### config.mk
export PLATFORM = sky130hd
export DESIGN_NAME = video_pattern_gen
export DESIGN_NICKNAME = d
export VERILOG_FILES = /design/src/rtl/video_pattern_gen.sv
export SDC_FILE = /design/constraint.sdc
export NUM_CORES = 1
export LEC_CHECK = 0
export CAP_MARGIN = 20
export CELL_PAD_IN_SITES_DETAIL_PLACEMENT = 0
export CELL_PAD_IN_SITES_GLOBAL_PLACEMENT = 1
export CORE_MARGIN = 2
export CORE_UTILIZATION = 47
export CTS_BUF_LIST = sky130_fd_sc_hd__clkbuf_4 sky130_fd_sc_hd__clkbuf_8 sky130_fd_sc_hd__clkbuf_16
export CTS_CLUSTER_DIAMETER = 150
export CTS_CLUSTER_SIZE = 25
export DETAILED_ROUTE_END_ITERATION = 7
export PLACE_DENSITY = 0.89
export SLEW_MARGIN = 20
export SYNTH_ARGS = -nofsm -noshare
export SYNTH_HDL_FRONTEND = slang
export SYNTH_SLANG_ARGS = --single-unit
### constraint.sdc
create_clock -name clk -period 4 [get_ports clk]
set_input_delay 0.4 -clock clk [delete_from_list [all_inputs] [get_ports clk]]
set_output_delay 0.4 -clock clk [all_outputs]
set_load 0.02 [all_outputs]
### src/rtl/video_pattern_gen.sv
// Raster timing generator with four test patterns (colour bars, gradient, checkerboard, solid).
// Counters walk the full blanking-inclusive raster; all outputs are registered one cycle behind.
module video_pattern_gen #(
  parameter int unsigned H_ACTIVE = 640,
  parameter int unsigned H_FP     = 16,
  parameter int unsigned H_SYNC   = 96,
  parameter int unsigned H_BP     = 48,
  parameter int unsigned V_ACTIVE = 480,
  parameter int unsigned V_FP     = 10,
  parameter int unsigned V_SYNC   = 2,
  parameter int unsigned V_BP     = 33,
  parameter bit          SYNC_ACT = 1'b0
) (
  input  logic        clk,
  input  logic        rst,
  input  logic        enable,
  input  logic [1:0]  mode,
  input  logic [23:0] solid_color,
  output logic        activeVideo,
  output logic [23:0] videoData,
  output logic        hsync,
  output logic        vsync,
  output logic        frame_start
);

  localparam int unsigned H_TOTAL  = H_ACTIVE + H_FP + H_SYNC + H_BP;
  localparam int unsigned V_TOTAL  = V_ACTIVE + V_FP + V_SYNC + V_BP;
  localparam int unsigned HS_START = H_ACTIVE + H_FP;
  localparam int unsigned HS_END   = HS_START + H_SYNC;
  localparam int unsigned VS_START = V_ACTIVE + V_FP;
  localparam int unsigned VS_END   = VS_START + V_SYNC;
  localparam int unsigned BAR_W    = H_ACTIVE / 8;

  // Gradient and checker patterns index hcount[9:2] / hcount[5] / vcount[5], so keep those bits present.
  localparam int unsigned HW  = ($clog2(H_TOTAL) < 10) ? 10 : $clog2(H_TOTAL);
  localparam int unsigned VW  = ($clog2(V_TOTAL) < 6) ? 6 : $clog2(V_TOTAL);
  localparam int unsigned BPW = ($clog2(BAR_W) < 1) ? 1 : $clog2(BAR_W);

  localparam logic [1:0] MODE_BARS    = 2'd0;
  localparam logic [1:0] MODE_GRAD    = 2'd1;
  localparam logic [1:0] MODE_CHECKER = 2'd2;
  localparam logic [1:0] MODE_SOLID   = 2'd3;

  logic [HW-1:0]  hcount, hcount_n;
  logic [VW-1:0]  vcount, vcount_n;
  logic [BPW-1:0] bar_px, bar_px_n;
  logic [2:0]     bar_idx, bar_idx_n;
  logic [1:0]     mode_q, mode_q_n;
  logic [23:0]    color_q, color_q_n;

  logic           active_n;
  logic [23:0]    data_n;
  logic           hsync_n;
  logic           vsync_n;
  logic           frame_start_n;

  logic           first_px;
  logic           line_end;
  logic [1:0]     eff_mode;
  logic [23:0]    eff_color;
  logic [23:0]    pattern;
  logic [23:0]    bar_color;

  assign first_px = (hcount == '0) && (vcount == '0);
  assign line_end = (hcount == HW'(H_TOTAL - 1));

  // Settings sampled on the first pixel apply to that pixel already.
  assign eff_mode  = first_px ? mode        : mode_q;
  assign eff_color = first_px ? solid_color : color_q;

  // Raster position and bar tracking; everything collapses to zero while idle.
  always_comb begin
    hcount_n  = '0;
    vcount_n  = '0;
    bar_px_n  = '0;
    bar_idx_n = '0;
    mode_q_n  = mode_q;
    color_q_n = color_q;
    if (enable) begin
      if (first_px) begin
        mode_q_n  = mode;
        color_q_n = solid_color;
      end
      if (line_end) begin
        hcount_n = '0;
        vcount_n = (vcount == VW'(V_TOTAL - 1)) ? '0 : vcount + VW'(1);
      end else begin
        hcount_n = hcount + HW'(1);
        vcount_n = vcount;
        if (bar_px == BPW'(BAR_W - 1)) begin
          bar_px_n  = '0;
          bar_idx_n = bar_idx + 3'd1;
        end else begin
          bar_px_n  = bar_px + BPW'(1);
          bar_idx_n = bar_idx;
        end
      end
    end
  end

  // Colour bar palette, left to right.
  always_comb begin
    bar_color = 24'h000000;
    unique case (bar_idx)
      3'd0: bar_color = 24'hFFFFFF;
      3'd1: bar_color = 24'hFFFF00;
      3'd2: bar_color = 24'h00FFFF;
      3'd3: bar_color = 24'h00FF00;
      3'd4: bar_color = 24'hFF00FF;
      3'd5: bar_color = 24'hFF0000;
      3'd6: bar_color = 24'h0000FF;
      3'd7: bar_color = 24'h000000;
      default: bar_color = 24'h000000;
    endcase
  end

  // Pattern select.
  always_comb begin
    pattern = 24'h000000;
    unique case (eff_mode)
      MODE_BARS:    pattern = bar_color;
      MODE_GRAD:    pattern = {3{hcount[9:2]}};
      MODE_CHECKER: pattern = (hcount[5] ^ vcount[5]) ? 24'hFFFFFF : 24'h000000;
      MODE_SOLID:   pattern = eff_color;
      default:      pattern = 24'h000000;
    endcase
  end

  // Output next-values derived from the current counter state.
  always_comb begin
    active_n      = 1'b0;
    data_n        = 24'h000000;
    hsync_n       = ~SYNC_ACT;
    vsync_n       = ~SYNC_ACT;
    frame_start_n = 1'b0;
    if (enable) begin
      active_n      = (hcount < HW'(H_ACTIVE)) && (vcount < VW'(V_ACTIVE));
      data_n        = active_n ? pattern : 24'h000000;
      hsync_n       = ((hcount >= HW'(HS_START)) && (hcount < HW'(HS_END))) ? SYNC_ACT : ~SYNC_ACT;
      vsync_n       = ((vcount >= VW'(VS_START)) && (vcount < VW'(VS_END))) ? SYNC_ACT : ~SYNC_ACT;
      frame_start_n = first_px;
    end
  end

  always_ff @(posedge clk or negedge rst) begin
    if (!rst) begin
      hcount      <= '0;
      vcount      <= '0;
      bar_px      <= '0;
      bar_idx     <= '0;
      mode_q      <= '0;
      color_q     <= '0;
      activeVideo <= 1'b0;
      videoData   <= 24'h000000;
      hsync       <= ~SYNC_ACT;
      vsync       <= ~SYNC_ACT;
      frame_start <= 1'b0;
    end else begin
      hcount      <= hcount_n;
      vcount      <= vcount_n;
      bar_px      <= bar_px_n;
      bar_idx     <= bar_idx_n;
      mode_q      <= mode_q_n;
      color_q     <= color_q_n;
      activeVideo <= active_n;
      videoData   <= data_n;
      hsync       <= hsync_n;
      vsync       <= vsync_n;
      frame_start <= frame_start_n;
    end
  end

endmodule

Word level (Yosys, flattened, before mapping)
Memories as Yosys holds them, arrays and structs flattened.
Cells that the tools add are included.
{"block": "op_classes", "order_cmp": 6, "reduce_logical": 7, "n_eq_ne": 8, "bitwise_logic": 1, "n_mux": 23, "add_sub_neg": 4}
{"cell": "$mux 24", "count": 4}
{"cell": "$pmux 24 s4", "count": 1}
{"cell": "$mux 10", "count": 5}
{"cell": "$mux 7", "count": 3}
{"cell": "$add 10x1->10 const B", "count": 2}
{"cell": "$eq 10x10->1 const B", "count": 2}
{"cell": "$logic_not 10->1", "count": 2}
{"cell": "$lt 10x10->1 const B", "count": 2}
{"cell": "$lt 10x9->1 const B", "count": 2}
{"cell": "$ge 10x10->1 const B", "count": 1}
{"cell": "$ge 10x9->1 const B", "count": 1}
{"cell": "$mux 3", "count": 3}
{"cell": "$add 7x1->7 const B", "count": 1}
{"cell": "$eq 7x7->1 const B", "count": 1}
{"cell": "$mux 1", "count": 6}
{"cell": "$eq 2x2->1 const B", "count": 2}
{"cell": "$logic_and 1x1->1", "count": 4}
{"cell": "$add 3x1->3 const B", "count": 1}
{"cell": "$ne 3x1->1 const B", "count": 1}
{"cell": "$eq 2x1->1 const B", "count": 1}
{"cell": "$logic_not 2->1", "count": 1}
{"cell": "$mux 2", "count": 1}
{"cell": "$ne 2x1->1 const B", "count": 1}
{"cell": "$xor 1x1->1", "count": 1}
{"block": "totals", "n_memories": 1, "input_bits": 29, "output_inout_bits": 28, "elab_cells": 61, "regBits": 84, "rom_bits": 192}
{"memory": "(no name shown)", "depth": 8, "word_bits": 24, "read_ports": 1, "rd_ports_with_merged_regs": 0, "wr": 0, "line": "104", "rtl": "unique case (bar_idx)"}

Longest topological paths before layout
{"block": "depth", "word_depth": 7, "ltp_mapped": 9, "ltp_nobuf": 7}

Least setup slack after synthesis
No wires, ideal clock.
{"block": "synth_path", "path_type": "register -> register", "start": "register vcount[5]", "end": "register videoData[11]", "slack_ns": 1.569, "t_arrival_ns": 2.335, "stages_incl_launch_ff": 9, "required_time_ns": 3.904, "setup_ns": 0.096, "n_path_buf": 3, "synth_period_minus_slack_ns": 2.431, "cell_sequence": "dfrtp_1 > buf_6 > or4_4 > or2_0 > buf_6 > or4_4 > buf_6 > and3_4 > a311oi_2"}
{"block": "synth_between", "elab_chain_len": 7, "word_cells_on_any_way": 15, "cone_classes": "order compare: 1; eq/ne: 3; mux: 6; bitwise: 1; reduce/logical: 4"}
{"item": "start, declared", "line": "45", "rtl": "logic [VW-1:0] vcount, vcount_n;"}
{"item": "start signal, assigned", "line": "160", "rtl": "vcount <= vcount_n;"}
{"item": "$logic_not 10->1", "line": "64", "rtl": "assign first_px = (hcount == '0) && (vcount == '0);"}
{"item": "$logic_and 1x1->1", "line": "64"}
{"item": "$mux 2"}
{"item": "$eq 2x2->1, or another cell as far along", "line": "120", "rtl": "unique case (eff_mode)"}
{"item": "$pmux 24 s4", "line": "120"}
{"item": "$mux 24 *", "line": "138", "rtl": "data_n = active_n ? pattern : 24'h000000;"}
{"item": "$mux 24 *", "line": "136", "rtl": "if (enable) begin"}
{"item": "named net data_n[11]", "line": "52", "rtl": "logic [23:0] data_n;"}
{"item": "end signal, assigned", "line": "166", "rtl": "videoData <= data_n;"}
{"item": "end, declared", "line": "20", "rtl": "output logic [23:0] videoData,"}
The timed path passes the listed nets; every way through them passes the cells marked *.
A chain may end at the register's enable or synchronous reset.

Final worst setup path
{"block": "layout_path", "start": "register vcount[5]", "end": "register videoData[21]"}
Same word-level chain as after synthesis.

==> metrics <==
outcome=finished clean; Max IR drop VDD=0.0001901 V; CP Launch Type=flop; Routed Antenna Nets=0; Clock Root Buffer=clkbuf_8; vias per cell=a little under 6; drt pass-1 iters=4; later-pin clock latency in the skew report=between 300 and 400 ps; max cap viols=0; post-synthesis net count=441; final WL=10.18 mm; # resized after CTS=0; P_sw=623.6 uW; FF+latch count, synth=84; Final Cycle Share=78.43%; Num CTS Buffers=9; count leader, synth=dfrtp_1; final hold violation count=0; core area=0.008763 sq mm; via count=3341; final setup vio count=0; Net Sw Frac=28.73%; drc violations=0; FMAX=0.3188 GHz; boundary pin count=57; Post-synth EDFFs=0; type of the worst min-delay path=primary input to async pin; all-layer global routing usage=21.31%; pre-CTS setup slack=900.3 ps; CTS max path bufs=2; hold_buf cts=0; final number of max-transition violations=0; Slew @ Worst Pin=between 1000 and 1500 ps; DP HPWL=7.178 mm; Setup Buffers After CTS=0; Die Wd=approximately 99 microns; data arrival time of the worst path=3330 ps; layout cells sized above 1=14.25%; Synth-to-Final Area Change=19.61%; Pwr Density=423.9 mW/mm^2; skew final=~13 ps; Die Height=99.43 microns; Clock power frac=30.4%; P_int=1547 uW; Fin Hold WS=70.36 ps; DIE AREA=0.009886 sq mm; ys async rst share=100.0%; total negative slack=0 ps; top post-synthesis cells by area=dfrtp_1, mux2_2, a2bb2o_1; Crit Path Class=flop to flop; Netlist cell types=45; Synth top cells by count=dfrtp_1, o21ai_0, nand3_1; dpl cells=548; clock-pin slew on the worst setup and hold paths=90 ps; IO Port Bufs=56; DRT iter0 DRCs=185; first-pass GRT wire length=between 15 and 20 mm; final worst setup slack=863.0 ps; register area share after synthesis=between 40% and 50%; RSZ-0062 raised after global routing=no; Critical Path Fanout Max=13; cell leakage power=~0.0021 uW; Site Rows=34; Mapped Area=0.004280 sq mm; post-route minimum period=3137 ps; ANT cells=0; initial core utilization=48.84%; Critical Path RT=4190 ps; Syn Inst Count=406; initial antenna violation count=0; synth warn=0; largest net degree at the start of global routing=85; wire length per cell=18.04 microns; Seq pwr share=between 40% and 50%; total grt overflow=0; Clock Sinks=84; final cell count without fillers=564; dominant cell type by area after synthesis=dfrtp_1; Slew headroom=30.36%; Clock H-tree levels=3; Placer Congestion=0.8070; crit end category=flop; vias in the first global route=between 3k and 4k; share of the synthesized area in the top cell type=47.94%; TritonCTS clock tree=yes; Synth Area per Inst=10.54 sq um; nets=487; Synth Flop Type=dfrtp_1; proportion of power drawn by combinational gates=22.7%
==> critical path, cell delays in order, from the launching register on <==
cell	delay (ps)
dfrtp_1	470
or4_4	580
nor2_1	680
a221oi_1	390
nor3_1	670
a211oi_1	200
==> path summary, 6_finish.rpt <==
kind / to / slack, ps / from / cells past startpoint
min in group clk: bar_px[0]$_DFF_PN0_ / 460 / bar_px[0]$_DFF_PN0_ / 1
worst min register to register: bar_px[0]$_DFF_PN0_ / 460 / bar_px[0]$_DFF_PN0_ / 1
max in group asynchronous: mode_q[0]$_DFFE_PN0P_ / 3400 / rst / 1
worst min-delay path: color_q[15]$_DFFE_PN0P_ / 70 / rst / 1
worst max-delay path: videoData[21]$_DFF_PN0_ / 860 / vcount[5]$_DFFE_PN0P_ / 5
worst max register to register: videoData[21]$_DFF_PN0_ / 860 / vcount[5]$_DFFE_PN0P_ / 5
==> logic make-up after synthesis <==
logic type               count (synthesis)  synth area share [%]
flip-flops                              84                 49.17
buffers and inverters                   37                 3.829
multiplexers                            28                 7.308
XOR/XNOR                                16                 3.274
adder cells (fa/ha/maj)                  6                 1.754
AND/OR/NAND/NOR                        131                 16.05
AO/OA/AOI/OAI                          104                 18.62
==> registers in the layout, indices dropped and copies added (netlist names) <==
| name | cells |
|---|---|
| activeVideo | 1 |
| bar_idx | 3 |
| bar_px | 7 |
| color_q | 24 |
| frame_start | 1 |
| hcount | 10 |
| hsync | 1 |
| mode_q | 2 |
| vcount | 10 |
| videoData | 24 |
| vsync | 1 |
==> power groups by stage <==
stage                     registers, uW  logic, uW  clock network [uW]
after CTS                          1020        494                 673
after detailed placement           1030        494                   0
after global placement             1030        480                   0
after floorplan                    1060        256                   0
after global routing               1030        533                 706
final                              1020        493                 659
==> area by class of cell <==
class	instances	area [sq um]
clock buffer	9	123.9
clock inverter	6	88.84
fill	755	3643
inverter	9	33.78
multi-input combinational	285	2012
sequential	84	2105
tap	108	135.1
timing repair buffer	63	621.8
==> placed cells by master, fill, tap and decap left out, types with 7 or more instances in the layout <==
cell              n
dfrtp_1          82
clkdlybuf4s50_1  55
o21ai_0          39
nand3_1          35
nor2_1           27
mux2_2           26
a211oi_1         25
a2bb2o_1         21
nand2_1          18
inv_1             9
clkbuf_8          9
xor2_1            8
xnor2_1           8
nand4_1           8
and3_1            7
nor3_1            7
==> metrics by stage <==
stage / total power (uW) / cell area (sq um) / utilization (%)
after floorplan: 1316 / 4280 / -
after CTS: 2185 / 5101 / 58.21
final: 2170 / 5120 / 58.42
after global placement: 1514 / 4888 / 55.78
after global routing: 2271 / 5120 / 58.42
after detailed placement: 1529 / 4888 / 55.78
==> layer usage <==
metal	up-vias	share of wire [%]	global-route usage (%)
met1	1668	44	26.71
met5	-	0	0
met3	12	4.9	4.357
li1	1569	-	-
met4	0	0.91	5.163
met2	92	50	37.84
(Power assumes the default switching activity.)
